## src/rtl/netdelay_pipe.sv

```systemverilog
// netdelay_pipe
//   Programmable delay line for a WIDTH-bit bus. Each captured sample can be
//   optionally inverted. It then travels through up to DEPTH registered
//   stages, and the output is tapped at the stage selected by cur_delay.
//   A valid bit travels with every sample, so delivered samples can be
//   counted.
//
// Ports
//   clk        rising-edge clock
//   rst        synchronous active-high reset
//   en         advance enable; 0 stalls the whole line and the counter
//   in_valid   x carries a sample this cycle
//   x          input data
//   invert     store ~x instead of x for this sample
//   cfg_load   load a new delay (clamped to 1..DEPTH) and flush in-flight valids
//   cfg_delay  requested delay in cycles
//   y          tapped data (mux of registered stages)
//   y_valid    tapped valid bit
//   cur_delay  delay currently in force
//   out_count  saturating count of delivered valid samples
module netdelay_pipe #(
  parameter int WIDTH     = 32,
  parameter int DEPTH     = 8,
  parameter int RST_DELAY = 1,
  localparam int DW       = $clog2(DEPTH + 1)
) (
  input  logic             clk,
  input  logic             rst,
  input  logic             en,
  input  logic             in_valid,
  input  logic [WIDTH-1:0] x,
  input  logic             invert,
  input  logic             cfg_load,
  input  logic [DW-1:0]    cfg_delay,
  output logic [WIDTH-1:0] y,
  output logic             y_valid,
  output logic [DW-1:0]    cur_delay,
  output logic [15:0]      out_count
);

  // Limit a requested delay to the range 1..DEPTH.
  function automatic logic [DW-1:0] clamp_delay(input logic [DW-1:0] d);
    logic [DW-1:0] r;
    if (d == DW'(0)) begin
      r = DW'(1);
    end else if (d > DW'(DEPTH)) begin
      r = DW'(DEPTH);
    end else begin
      r = d;
    end
    return r;
  endfunction

  logic [WIDTH-1:0] s_q [DEPTH];
  logic [WIDTH-1:0] s_d [DEPTH];
  logic [DEPTH-1:0] v_q, v_d;
  logic [DW-1:0]    cur_delay_q, cur_delay_d;
  logic [15:0]      out_count_q, out_count_d;
  logic [DW-1:0]    tap_idx;

  // cur_delay is never 0, so the subtraction cannot underflow.
  assign tap_idx   = cur_delay_q - DW'(1);
  assign cur_delay = cur_delay_q;
  assign out_count = out_count_q;

  // Output tap: select the stage given by cur_delay (no extra register).
  always_comb begin
    y       = '0;
    y_valid = 1'b0;
    for (int i = 0; i < DEPTH; i++) begin
      if (tap_idx == DW'(i)) begin
        y       = s_q[i];
        y_valid = v_q[i];
      end else begin
        // Not the selected stage; keep the current selection.
      end
    end
  end

  // Next-state logic. Reconfiguration beats capture: the line holds its data,
  // all valids are flushed, and no sample is accepted on that edge.
  always_comb begin
    s_d         = s_q;
    v_d         = v_q;
    cur_delay_d = cur_delay_q;
    if (cfg_load) begin
      cur_delay_d = clamp_delay(cfg_delay);
      v_d         = '0;
    end else if (en) begin
      for (int i = 1; i < DEPTH; i++) begin
        s_d[i] = s_q[i-1];
        v_d[i] = v_q[i-1];
      end
      s_d[0] = invert ? ~x : x;
      v_d[0] = in_valid;
    end else begin
      // Stall: everything holds.
    end

    // Delivery counter saturates at all-ones. It is not cleared by cfg_load.
    if (en && y_valid && (out_count_q != 16'hFFFF)) begin
      out_count_d = out_count_q + 16'd1;
    end else begin
      out_count_d = out_count_q;
    end
  end

  // State registers with synchronous reset.
  always_ff @(posedge clk) begin
    if (rst) begin
      for (int i = 0; i < DEPTH; i++) begin
        s_q[i] <= '0;
      end
      v_q         <= '0;
      cur_delay_q <= DW'(RST_DELAY);
      out_count_q <= 16'd0;
    end else begin
      s_q         <= s_d;
      v_q         <= v_d;
      cur_delay_q <= cur_delay_d;
      out_count_q <= out_count_d;
    end
  end

endmodule

```

## config.mk

```make
export PLATFORM = sky130hd
export DESIGN_NAME = netdelay_pipe
export DESIGN_NICKNAME = d
export VERILOG_FILES = /design/src/rtl/netdelay_pipe.sv
export SDC_FILE = /design/constraint.sdc
export NUM_CORES = 1
export LEC_CHECK = 0
export ABC_CLOCK_PERIOD_IN_PS = 4580
export CORE_AREA = 2 2 204 126
export CTS_CLUSTER_DIAMETER = 80
export DETAILED_ROUTE_END_ITERATION = 6
export DIE_AREA = 0 0 206 128
export PLACE_DENSITY = 0.77
export SETUP_SLACK_MARGIN = 0.15
export SLEW_MARGIN = 25
export SYNTH_ARGS = -nofsm -noshare
export SYNTH_HDL_FRONTEND = slang
export SYNTH_SLANG_ARGS = --single-unit
```

## constraint.sdc

```tcl
create_clock -name clk -period 4.58 [get_ports clk]
set_clock_uncertainty 0.2 [all_clocks]
set_input_delay 0.916 -clock clk [delete_from_list [all_inputs] [get_ports clk]]
set_output_delay 0.916 -clock clk [all_outputs]
set_load 0.02 [all_outputs]
```

# Word-level counts from Yosys, hierarchy flattened
# Cells that the tools add are included.
# Widths: inputs -> output; s select.
[totals]
wordCells = 49
latchBits = 0
romBits = 0
mem_count = 0
regBits = 284
input_bits = 42
ramBits = 0
output_inout_bits = 53
[op_classes]
muxes = 19
mul = 0
n_lt_le_gt_ge = 1
n_reduce_logical = 6
div = 0
shifts = 0
eq_ne = 8
add_sub_neg = 2
bitwise = 2
[ops]
columns = ["op", "n"]
rows = [
  ["$mux 32", 9],
  ["$not 32->32", 1],
  ["$add 16x1->16 const B", 1],
  ["$eq 4x3->1 const B", 4],
  ["$ne 16x16->1 const B", 1],
  ["$eq 4x2->1 const B", 2],
  ["$logic_not 4->1", 2],
  ["$mux 1", 8],
  ["$mux 4", 2],
  ["$eq 4x1->1 const B", 1],
  ["$gt 4x4->1 const B", 1],
  ["$sub 4x1->4 const B", 1],
  ["$logic_and 1x1->1", 2],
  ["$reduce_and 2->1", 1],
  ["$reduce_or 2->1", 1],
  ["$not 1->1", 1],
]

# Logic depth before layout (Yosys ltp)
[logic_depth]
depth_word = 12
ltp_mapped = 8

# Worst setup path after synthesis
# No wires, ideal clock.
[synth_timing]
path_kind = "reg-to-output"
startpoint = "register cur_delay_q[1], in the netlist cur_delay[1]"
endpoint = "output port y[10]"
path_slack_ns = 1.405
n_path_buf = 3
arrival_time_ns = 2.059
required_ns = 3.464
path_stages_with_launch = 8
cell_sequence = "dfxtp_1 -> buf_2 -> buf_2 -> buf_1 -> mux2i_1 -> o22ai_1 -> a221oi_1 -> nand2_1"
[synth_via]
elab_chain_len = 10
word_cells_on_any_way = 17
classes_between = "1 x add/sub; 7 x eq/ne; 8 x mux; 1 x reduce/logical"
[synth_lines]
columns = ["item", "line_no", "rtl"]
rows = [
  ["start: declaration", "57", "logic [DW-1:0] cur_delay_q, cur_delay_d;"],
  ["start signal: assignment", "115", "cur_delay_q <= DW'(RST_DELAY);"],
  ["start signal: assignment", "120", "cur_delay_q <= cur_delay_d;"],
  ["$sub 4x1->4 *", "62", "assign tap_idx = cur_delay_q - DW'(1);"],
  ["$logic_not 4->1", "71", "if (tap_idx == DW'(i)) begin"],
  ["$mux 32 (7 in series)", "71", ""],
  ["$mux 32 *", "71", ""],
  ["end: declaration", "35", "output logic [WIDTH-1:0] y,"],
]
# Mark *: on every way between the ends. The rest lies on a longest branch, timed or not.

# Worst setup path in the final report
[layout_timing]
startpoint = "register cur_delay_q[2], in the netlist cur_delay[2]"
endpoint = "output port y[8]"
# The elaborated chain is that of the path after synthesis.

==> results.py <==
metrics = {
    "status": {
        "status": "completed",
    },
    "floorplan": {
        "coreArea_mm2": 0.02466,
        "num_io_pins": 95,
        "placementRows": 45,
        "start_util_pct": 48.78,
        "die_h_um": 128,
        "die_w_um": 206,
        "die_area_mm2": 0.02637,
    },
    "power_and_ir_drop": {
        "swShare_pct": 24.40,
        "power_frac_comb_pct": 8.0,
        "power.density_mw_per_mm2": 379.8,
        "peakVddDrop_v": 0.0002212,
        "clkPwrFrac_pct": 44.4,
        "p_seq_share_pct": 47.6,
        "power_switching_uw": 1310,
        "internal-power_uw": 4057,
        "p_leak_uw": 0.004548,
    },
    "synthesis": {
        "synth.most_common_cell": "nand2_1",
        "synth_area_mm2": 0.01203,
        "syn_nets": 1565,
        "ys_async_sr_fraction_pct": 0,
        "synth_top_flop_cell": "dfxtp_1",
        "yosysSeqAreaShare_pct": 47.26,
        "netlist_top_cells_area": "dfxtp_1 47%, nand2_1 15%, a21oi_1 9.9%, mux2i_1 6.2%, clkbuf_1 3.0%",
        "avgSynthCellArea_um2": 7.904,
        "ys.warnings.count": 0,
        "synthTopCellsByCount": "493 x nand2_1, 284 x dfxtp_1, 237 x a21oi_1",
        "synth_top_cell_by_area": "dfxtp_1",
        "synth_enable_flop_cells": 0,
        "synthCells": 1522,
        "synth_cell_types": 47,
        "synth-seq-cells": 284,
        "netlist.area_leader.share_pct": 47.26,
    },
    "global_route": {
        "grt_max_degree": 155,
        "grt.met3_usage_pct": 4.804,
        "antenna_found_initial": 0,
        "top_usage_layer": "met1",
        "track_usage_pct": 23.65,
        "grt_pass1_wl_um": 50220,
        "first_global_vias": 9256,
        "use_met1_pct": 39.06,
        "grt_overflow": 0,
        "grtUsageMet2_pct": 30.36,
    },
    "clocking": {
        "worstSkewPairLatency_ns": 0.56,
        "clock_sinks": 284,
        "clockBufferDepth": 3,
        "hold_buffers": 0,
        "htree_levels": 1,
        "cts-root-buf": "clkbuf_16",
        "cts_setup_buffers": 0,
        "cts-buffers-inserted": 27,
        "cts_resized": 0,
        "cts.clk_slew.worst_paths_ns": 0.06,
        "cts_tree": "done",
    },
    "worst_setup_path": {
        "worst-setup-path-type": "flop to primary output",
        "critPathMaxStageDelay_ns": 0.65,
        "cp-start-kind": "flop",
        "cp.arrival_ns": 3.20,
        "end_kind": "primary output",
        "crit_chain": "or3b_1, buf_4, o22ai_1, a221oi_1, nand2_1, clkdlybuf4s50_1",
        "worstPathRequired_ns": 3.46,
        "cpMaxStageDelayCell": "clkdlybuf4s50_1",
        "cp_max_fo": 13,
    },
    "detailed_routing": {
        "wirelength_um": 31900,
        "drt-pass1-iter-count": 5,
        "drt_iter0_drc": 1134,
        "drc": 0,
        "viasPerCell": 5.608,
        "vias": 10600,
        "wl_per_cell_um": 16.87,
        "ant_nets": 0,
    },
    "timing": {
        "fin_setup_tns_ns": 0,
        "slew_headroom_pct": 31.22,
        "min_period_over_period_pct": 94.30,
        "rsz0062_at_grt": "false",
        "min_period_ns": 4.319,
        "finalHoldWorstSlack_ns": 0.2558,
        "setup_viol": 0,
        "drv_slew": 0,
        "fmax_ghz": 0.2315,
        "finalHoldViolations": 0,
        "worstMarginPinSlew_ns": 1.032,
    },
    "job": {
        "cap_viol_max_count": 0,
    },
    "place": {
        "dp_hpwl_um": 20010,
        "gp_congestion": 0.8676,
        "io_buffers": 94,
    },
    "finish": {
        "drive_gt1_share_pct": 4.802,
        "fillCellCount": 2245,
        "final_nets": 1584,
        "synthToLayoutAreaGrowth_pct": 17.45,
        "n_antenna_cell": 0,
    },
    "worst_hold_path": {
        "hp-class": "flop to flop",
    },
}
[registers in the layout (all words and copies together), names as in the netlist]
signal,cells
cur_delay,4
out_count,16
s_q,256
v_q,8
[power groups by stage]
stage | Combinational (uW) | Clock [uW] | Sequential (uW)
finish | 430 | 2380 | 2560
global route | 465 | 2530 | 2560
CTS | 424 | 2420 | 2550
detailed placement | 423 | 0 | 2610
global placement | 418 | 0 | 2610
floorplan | 273 | 0 | 2580
[metrics by stage]
| stage | power, uW | setup WS [ns] | area, um^2 | util, % | cells |
|---|---|---|---|---|---|
| after floorplan | 2853 | 1.405 | 12030 | - | 1522 |
| after global placement | 3029 | 0.8821 | 13160 | 53.35 | 1840 |
| after detailed placement | 3034 | 0.7959 | 13160 | 53.35 | 1840 |
| after CTS | 5397 | 0.1986 | 14110 | 57.21 | 1890 |
| after global routing | 5552 | 0.1588 | 14130 | 57.30 | 1891 |
| final | 5366 | 0.2611 | 14130 | 57.30 | 1891 |
[path summary, 6_finish.rpt]
kind / cells past startpoint / end / startpoint / slack [ns]
setup / recovery: 6 / y[8] / cur_delay[2]$_SDFFE_PP0P_ / 0.26
setup reg to reg: 6 / out_count[5]$_SDFFE_PP0P_ / cur_delay[0]$_SDFFE_PP1P_ / 1.86
hold reg to reg: 2 / s_q[7]$_SDFFE_PP0P_ / s_q[7]$_SDFFE_PP0P_ / 0.26
hold / removal: 2 / s_q[7]$_SDFFE_PP0P_ / s_q[7]$_SDFFE_PP0P_ / 0.26
[critical path, delay by kind of cell, from the launching register on]
family                 cells  cell delay, ns
AO/OA/AOI/OAI              2            0.26
buffers and inverters      2            0.94
flip-flops                 1            0.64
AND/OR/NAND/NOR            2            0.81
[area by class of cell]
class / instances / area (um^2) / share of cell area, %
flip-flops and latches: 284 / 5689 / 40.26
clock inverters: 11 / 152.6 / 1.080
clock buffers: 39 / 800.8 / 5.667
inverters: 5 / 18.77 / 0.1328
well taps: 329 / 411.6 / 2.913
repair buffers: 113 / 1182 / 8.368
multi-input cells: 1110 / 5874 / 41.57
[metal layers]
layer / wire length (um) / vias to the layer above / share of wire (%)
li1: - / 5240 / -
met1: 16350 / 4937 / 51
met2: 12230 / 383 / 38
met3: 2784 / 44 / 8.7
met4: 532 / 0 / 1.7
met5: 0 / - / 0
[cells in the final DEF, fill, tap and decap left out, drive strengths merged, types with 2 or more instances in the layout]
cell type	instances
nand2	493
dfxtp	284
a21oi	237
clkdlybuf4s50	92
mux2i	75
nor2	73
clkbuf	40
xnor2	35
a211oi	34
a22oi	32
o22ai	31
a221oi	31
buf	20
inv	8
nor2b	7
mux2	7
nand4	7
nand3	6
and3	5
clkinv	4
o21ai	4
nand3b	3
o31ai	3
nor4	3
bufinv	3
nand2b	2
or4	2
a31oi	2
nor4b	2
[cell families after synthesis]
group | synth area share, %
AND/OR/NAND/NOR | 20.28
flip-flops | 47.26
multiplexers | 6.896
buffers and inverters | 4.108
AO/OA/AOI/OAI | 18.80
XOR/XNOR | 2.548
adder cells (fa/ha/maj) | 0.1040
Note: power is estimated with default switching activity, not from simulation.
